<file path="config.mk">
export PLATFORM = sky130hd
export DESIGN_NAME = binar_thresh_ctrl
export DESIGN_NICKNAME = d
export VERILOG_FILES = /design/src/rtl/binar_thresh_ctrl.sv
export SDC_FILE = /design/constraint.sdc
export NUM_CORES = 1
export LEC_CHECK = 0
export CORE_MARGIN = 1
export CORE_UTILIZATION = 32
export CTS_CLUSTER_DIAMETER = 50
export DETAILED_ROUTE_END_ITERATION = 6
export PLACE_DENSITY = 0.48
export SETUP_SLACK_MARGIN = 0.3
export SLEW_MARGIN = 20
export SYNTH_ARGS = -nofsm -noshare
export SYNTH_HDL_FRONTEND = slang
export SYNTH_SLANG_ARGS = --single-unit
</file>
<file path="constraint.sdc">
create_clock -name clk -period 5.1 [get_ports clk]
set_input_delay 0.51 -clock clk [delete_from_list [all_inputs] [get_ports clk]]
set_output_delay 0.51 -clock clk [all_outputs]
set_load 0.1 [all_outputs]
</file>
<file path="src/rtl/binar_thresh_ctrl.sv">
// Frame-level threshold controller for the binarizer.
// Accumulates luminance sum/count per frame. At frame end it divides for the
// mean, applies a signed offset plus min/max clamp, and commits the result at
// the next frame start, so the binarizer threshold is stable within a frame.
//
// Handshake: there is no valid/ready pair. Pixels are accepted on any clock
// with de_in=1 and vsync_in=0. frame_done is a single-cycle strobe with no
// backpressure. threshold changes only on a vsync falling-edge commit, or on
// the APPLY cycle when that falling edge arrived while busy.
module binar_thresh_ctrl #(
  parameter int CNT_W   = 21,
  parameter int INIT_TH = 128
) (
  input  logic       clk,
  input  logic       rst_n,
  input  logic       vsync_in,
  input  logic       de_in,
  input  logic [7:0] y_in,
  input  logic       cfg_mode,
  input  logic [7:0] cfg_manual_th,
  input  logic [7:0] cfg_offset,
  input  logic [7:0] cfg_th_min,
  input  logic [7:0] cfg_th_max,
  output logic [7:0] threshold,
  output logic [7:0] mean_out,
  output logic       busy,
  output logic       frame_done,
  output logic [1:0] state_dbg
);

  typedef enum logic [1:0] {
    ACC       = 2'd0,
    DIV       = 2'd1,
    APPLY     = 2'd2,
    IDLE_WAIT = 2'd3
  } state_t;

  localparam int SUM_W = CNT_W + 8;

  state_t             state;
  logic               vsync_d;
  logic [SUM_W-1:0]   sum;
  logic [CNT_W-1:0]   cnt;
  logic [SUM_W-1:0]   rem;
  logic [CNT_W-1:0]   dvs;
  logic [7:0]         q;
  logic [2:0]         k;
  logic               defer;
  logic [7:0]         pending;

  logic               rise;
  logic               fall;
  logic               acc_en;
  logic [SUM_W-1:0]   div_sh;
  logic signed [9:0]  t_s;
  logic [7:0]         sat_v;
  logic [7:0]         clamp_v;
  logic [7:0]         pend_new;

  assign rise      = vsync_in & ~vsync_d;
  assign fall      = ~vsync_in & vsync_d;
  assign acc_en    = de_in & ~vsync_in & ~(&cnt);
  assign div_sh    = {8'd0, dvs} << k;
  assign state_dbg = state;

  // Offset, saturate to 0..255, then min clamp followed by max clamp (max wins).
  always_comb begin
    t_s     = $signed({2'b00, q}) + $signed({{2{cfg_offset[7]}}, cfg_offset});
    sat_v   = t_s[7:0];
    if (t_s[9])      sat_v = 8'd0;
    else if (t_s[8]) sat_v = 8'd255;
    clamp_v = sat_v;
    if (clamp_v < cfg_th_min) clamp_v = cfg_th_min;
    if (clamp_v > cfg_th_max) clamp_v = cfg_th_max;
    pend_new = cfg_mode ? clamp_v : cfg_manual_th;
  end

  // Running frame statistics; any frame start clears them (latched or discarded).
  always_ff @(posedge clk or negedge rst_n) begin
    if (!rst_n) begin
      vsync_d <= 1'b0;
      sum     <= '0;
      cnt     <= '0;
    end else begin
      vsync_d <= vsync_in;
      if (rise) begin
        sum <= '0;
        cnt <= '0;
      end else if (acc_en) begin
        sum <= sum + {{CNT_W{1'b0}}, y_in};
        cnt <= cnt + 1'b1;
      end
    end
  end

  // Control FSM: latch stats, restoring divide, apply/commit threshold.
  always_ff @(posedge clk or negedge rst_n) begin
    if (!rst_n) begin
      state      <= ACC;
      rem        <= '0;
      dvs        <= '0;
      q          <= '0;
      k          <= '0;
      defer      <= 1'b0;
      pending    <= 8'(INIT_TH);
      threshold  <= 8'(INIT_TH);
      mean_out   <= '0;
      busy       <= 1'b0;
      frame_done <= 1'b0;
    end else begin
      frame_done <= 1'b0;
      if (!cfg_mode) pending <= cfg_manual_th;
      // Commit on frame start unless a result is in flight; then defer to APPLY.
      if (fall && !busy) threshold <= pending;
      if (fall && busy && state != APPLY) defer <= 1'b1;
      case (state)
        ACC, IDLE_WAIT: begin
          if (rise) begin
            if (cnt == '0) begin
              state <= IDLE_WAIT;
            end else begin
              rem   <= sum;
              dvs   <= cnt;
              q     <= '0;
              k     <= 3'd7;
              busy  <= 1'b1;
              state <= DIV;
            end
          end
        end
        DIV: begin
          if (rem >= div_sh) begin
            rem  <= rem - div_sh;
            q[k] <= 1'b1;
          end
          if (k == 3'd0) state <= APPLY;
          else           k     <= k - 3'd1;
        end
        APPLY: begin
          pending    <= pend_new;
          mean_out   <= q;
          frame_done <= 1'b1;
          busy       <= 1'b0;
          state      <= ACC;
          if (defer || fall) threshold <= pend_new;
          defer      <= 1'b0;
        end
        default: state <= ACC;
      endcase
    end
  end

endmodule
</file>
==> impl_metrics.py <==
metrics = {
    "power": {
        "combinational_power_share_pct": 63.5,
        "powerDensity_mw_per_mm2": 639,
        "leakagePower_nw": 5.40,
        "share_clk_of_total_power_pct": 16.1,
        "power_switching_share_pct": 46.3,
        "p_seq_share_pct": 20.4,
        "total_switching_power_mw": 3.73,
        "worst_ir_drop_vdd_v": 0.000261,
        "internal_power_mw": 4.32,
    },
    "sta": {
        "least_setup_slack_across_all_paths_after_layout_ns": -0.00379,
        "maxSlewViolCount": 0,
        "hold-worst-slack_ns": 0.198,
        "timing_worst_slew_pin_value_ns": 1.12,
        "fmax_ghz": 0.196,
        "finalCritPeriodShare_pct": 100,
        "timing.max_slew.rel_slack_pct": 25.4,
        "final.min_clock_period_ns": 5.10,
        "setup_violations": 1,
        "hold_violations_final": 0,
        "clock_skew_ns": 0.0159,
        "grt_setup_unrepaired": "yes",
    },
    "clock_network": {
        "cts-root-buf": "sky130_fd_sc_hd__clkbuf_16",
        "tritoncts_clock_tree": "done",
        "clock_transition_time_at_the_flip_flop_clock_pins_of_the_worst_setup_and_hold_paths_ns": 0.07,
        "htree_num_levels": 4,
        "cts_hold_buffers": 0,
        "clkSinkCount": 141,
        "worstSkewPairLatency_ns": 0.43,
        "cts_buffer_depth": 2,
        "tritoncts.num_buffers": 17,
    },
    "job": {
        "drv.max_cap_violation_count": 0,
    },
    "worst_setup_path": {
        "timing.critical_path.to_type": "flop",
        "rr_startpoint": "q[0]$_DFFE_PN0P_",
        "timing.critical_path.arrival_ns": 5.43,
        "setup.worst_path.start_class": "flop",
        "regToRegSetupSlack_ns": -0.004,
        "ff2ff_path_depth": 27,
        "required_ns": 5.42,
        "crit_end": "threshold[5]$_DFF_PN0_",
        "crit_start": "q[0]$_DFFE_PN0P_",
        "critical_path.max_fanout": 5,
        "worst_setup_path_category": "flop to flop",
        "r2r_end": "threshold[5]$_DFF_PN0_",
    },
    "detailed_routing": {
        "routed_wl_um": 29900,
        "antenna_violation_net_count_after_detailed_routing": 0,
        "wl_per_cell_um": 18.3,
        "drt-initial-drc-count": 494,
        "drcViolationCount": 0,
        "vias": 8693,
        "detail_route.vias_per_cell": 5.33,
        "dr.pass1.iters": 5,
    },
    "global_routing": {
        "global_route.overflow_total": 0,
        "number_of_antenna_violations_at_the_first_check_in_global_routing": 1,
        "via_count_of_the_first_global_routing_pass": 8592,
        "grt_pass1_wl_um": 47800,
        "grt_start_max_net_pins": 100,
        "grt_util_all_layers_pct": 18.5,
    },
    "floorplanning": {
        "num_rows": 65,
        "fp.coreArea_mm2": 0.0315,
        "die_w_um": 181,
        "die_height_um": 181,
        "io-pin-count": 65,
        "die-area_mm2": 0.0327,
        "initial_core_util_pct": 32.5,
    },
    "placement": {
        "place.gp.congestion": 0.865,
        "portBuffers": 64,
        "post_place_cell_area_mm2": 0.0116,
        "dpl_hpwl_um": 21800,
    },
    "logic_synthesis": {
        "synth_mux_area_share_pct": 11.7,
        "sequential_element_share_of_the_synthesized_area_pct": 34.5,
        "postSynthRegisterBits": 141,
        "ys_async_sr_fraction_pct": 100,
        "synth-warning-count": 0,
        "synth_edf_count": 0,
        "syn-cell-area_mm2": 0.0102,
        "synthCells": 1131,
        "ys_types": 70,
        "synth_fp_nets": 1245,
        "synth-simple-area-share_pct": 16.9,
        "synthFlopType": "sky130_fd_sc_hd__dfrtp_1",
        "synthesis.area_per_instance_um2": 9.04,
        "synth_xor_xnor_area_share_pct": 5.23,
        "largest_family_of_logic_cells_by_synthesized_area": "compound AO/OA/AOI/OAI gates",
        "synth-compound-area-share_pct": 18.8,
        "synth_fa_ha_area_share_pct": 8.66,
    },
    "layout": {
        "multi_input_comb_area_mm2": 0.00652,
        "area_growth_pct": 23.2,
        "design.final.nets": 1328,
        "fraction_of_the_core_area_covered_by_cells_at_the_end_of_the_flow_pct": 40.0,
        "most-common-layout-cells": "sky130_fd_sc_hd__dfrtp_1, sky130_fd_sc_hd__nor2_1, sky130_fd_sc_hd__a21oi_1",
        "final-seq-area_mm2": 0.00353,
        "final.fill_count": 3107,
        "final_layout_size_suffix_gt1_share_pct": 17.5,
        "leading_cell_type_in_the_layout_fill_and_taps_excluded": "sky130_fd_sc_hd__dfrtp_1",
        "stdcell_area_mm2": 0.0126,
    },
    "worst_hold_path": {
        "min_path_type": "primary input to asynchronous set/reset pin",
    },
    "run_status": {
        "violations_in_the_final_reports": "negative setup slack",
        "run_status": "finished with violations",
    },
}
==> layout make-up <==
type	instances	area share (%)
Antenna cell	1	0.0199
Clock buffer	19	3.60
Clock inverter	13	1.21
Inverter	47	1.40
Multi-Input combinational cell	879	51.7
Sequential cell	141	28.0
Tap cell	402	3.99
Timing Repair Buffer	128	9.99
==> worst min-delay path by stage <==
stage | to | startpoint | depth (start not counted)
final | mean_out[5]$_DFFE_PN0P_ | rst_n | 1
after global routing | mean_out[5]$_DFFE_PN0P_ | rst_n | 1
after CTS | mean_out[7]$_DFFE_PN0P_ | rst_n | 1
after detailed placement | defer$_DFFE_PN0P_ | defer$_DFFE_PN0P_ | 2
after global placement | defer$_DFFE_PN0P_ | defer$_DFFE_PN0P_ | 2
after floorplan | busy$_DFFE_PN0P_ | rst_n | 0
==> Yosys cell counts (13+ instances only) <==
master | number | area [um2]
sky130_fd_sc_hd__o21ai_0 | 46 | 230
sky130_fd_sc_hd__clkbuf_1 | 48 | 180
sky130_fd_sc_hd__a31oi_1 | 15 | 93.8
sky130_fd_sc_hd__ha_1 | 66 | 826
sky130_fd_sc_hd__a31o_2 | 16 | 140
sky130_fd_sc_hd__xor2_1 | 23 | 201
sky130_fd_sc_hd__mux4_2 | 13 | 293
sky130_fd_sc_hd__nor2_1 | 104 | 390
sky130_fd_sc_hd__nor3_1 | 17 | 85.1
sky130_fd_sc_hd__dfrtp_1 | 139 | 3480
sky130_fd_sc_hd__nand3_1 | 47 | 235
sky130_fd_sc_hd__a21oi_1 | 113 | 566
sky130_fd_sc_hd__a21o_1 | 17 | 128
sky130_fd_sc_hd__nand4_1 | 22 | 138
sky130_fd_sc_hd__nand2_1 | 73 | 274
sky130_fd_sc_hd__inv_1 | 47 | 176
sky130_fd_sc_hd__and3_1 | 13 | 81.3
sky130_fd_sc_hd__mux2_2 | 35 | 394
sky130_fd_sc_hd__xnor2_1 | 38 | 333
sky130_fd_sc_hd__mux2i_1 | 51 | 510
sky130_fd_sc_hd__nor2b_1 | 17 | 106
==> per-layer routing <==
metal  track usage [%]  share of wire, %  vias to the layer above
met2              30.7                47                      186
met4              5.54               1.6                        0
met3              2.94               4.0                       21
met5                 0                 0                        -
li1                  -                 -                     4311
met1              24.7                47                     4175
==> critical path, stage by stage, from the launching register on <==
cell,delay (ns)
sky130_fd_sc_hd__dfrtp_1,0.43
sky130_fd_sc_hd__ha_4,0.18
sky130_fd_sc_hd__fa_2,0.34
sky130_fd_sc_hd__a21o_1,0.19
sky130_fd_sc_hd__o21ai_2,0.17
sky130_fd_sc_hd__o2bb2ai_2,0.15
sky130_fd_sc_hd__xnor2_2,0.21
sky130_fd_sc_hd__a21oi_2,0.11
sky130_fd_sc_hd__ha_1,0.32
sky130_fd_sc_hd__a21o_1,0.16
sky130_fd_sc_hd__a21o_1,0.16
sky130_fd_sc_hd__a21oi_2,0.14
sky130_fd_sc_hd__nor3b_2,0.19
sky130_fd_sc_hd__o31ai_2,0.09
sky130_fd_sc_hd__nand2_2,0.13
sky130_fd_sc_hd__mux2_4,0.32
sky130_fd_sc_hd__ha_4,0.21
sky130_fd_sc_hd__nor2b_4,0.11
sky130_fd_sc_hd__o21a_1,0.16
sky130_fd_sc_hd__o21a_1,0.16
sky130_fd_sc_hd__o21ai_1,0.11
sky130_fd_sc_hd__nand3b_1,0.10
sky130_fd_sc_hd__buf_6,0.15
sky130_fd_sc_hd__buf_12,0.13
sky130_fd_sc_hd__buf_16,0.13
sky130_fd_sc_hd__a21oi_4,0.11
sky130_fd_sc_hd__mux2i_1,0.09
sky130_fd_sc_hd__a31o_2,0.25
==> power groups by stage <==
stage               registers, mW  logic (mW)  clock network (mW)
finish                       1.64        5.11                1.30
global route                 1.68        5.59                1.38
CTS                          1.64        4.95                1.33
detailed placement           1.66        4.70                   0
global placement             1.66        4.69                   0
floorplan                    2.07        3.08                   0
==> cells by family (layout without fill, tap and decap cells) <==
logic type               count (synthesis)  in the layout
adder cells (fa/ha/maj)                 69             69
XOR/XNOR                                61             61
buffers and inverters                  111            207
flip-flops                             141            141
AO/OA/AOI/OAI                          298            298
other                                    0              1
multiplexers                            99             99
AND/OR/NAND/NOR                        352            352
==> through the flow <==
step,std cells,power (mW),worst slack (ns),setup TNS [ns]
floorplan,1131,5.16,-0.248,-3.14
global placement,1580,6.34,-0.448,-6.65
detailed placement,1580,6.36,-0.512,-7.63
CTS,1623,7.92,0.0781,0
global route,1629,8.65,-0.247,-2.74
finish,1630,8.05,-0.00379,-0.00379
==> sequential cells by signal, indices dropped and copies added, names as in the netlist, 8 cells and up <==
name,count
threshold,8
mean_out,8
q,8
sum,29
rem,29
cnt,21
dvs,21
pending,8
==> repair_timing <==
item / CTS / global route
pin swaps: 15 / 19
gates cloned: 2 / 1
endpoints found under the setup margin: 16 / 16
hold endpoints to repair: 0 / 0
buffers inserted: 9 / 5
gates resized for setup: 26 / 21
No activity file was read; power rests on OpenSTA's default activity.
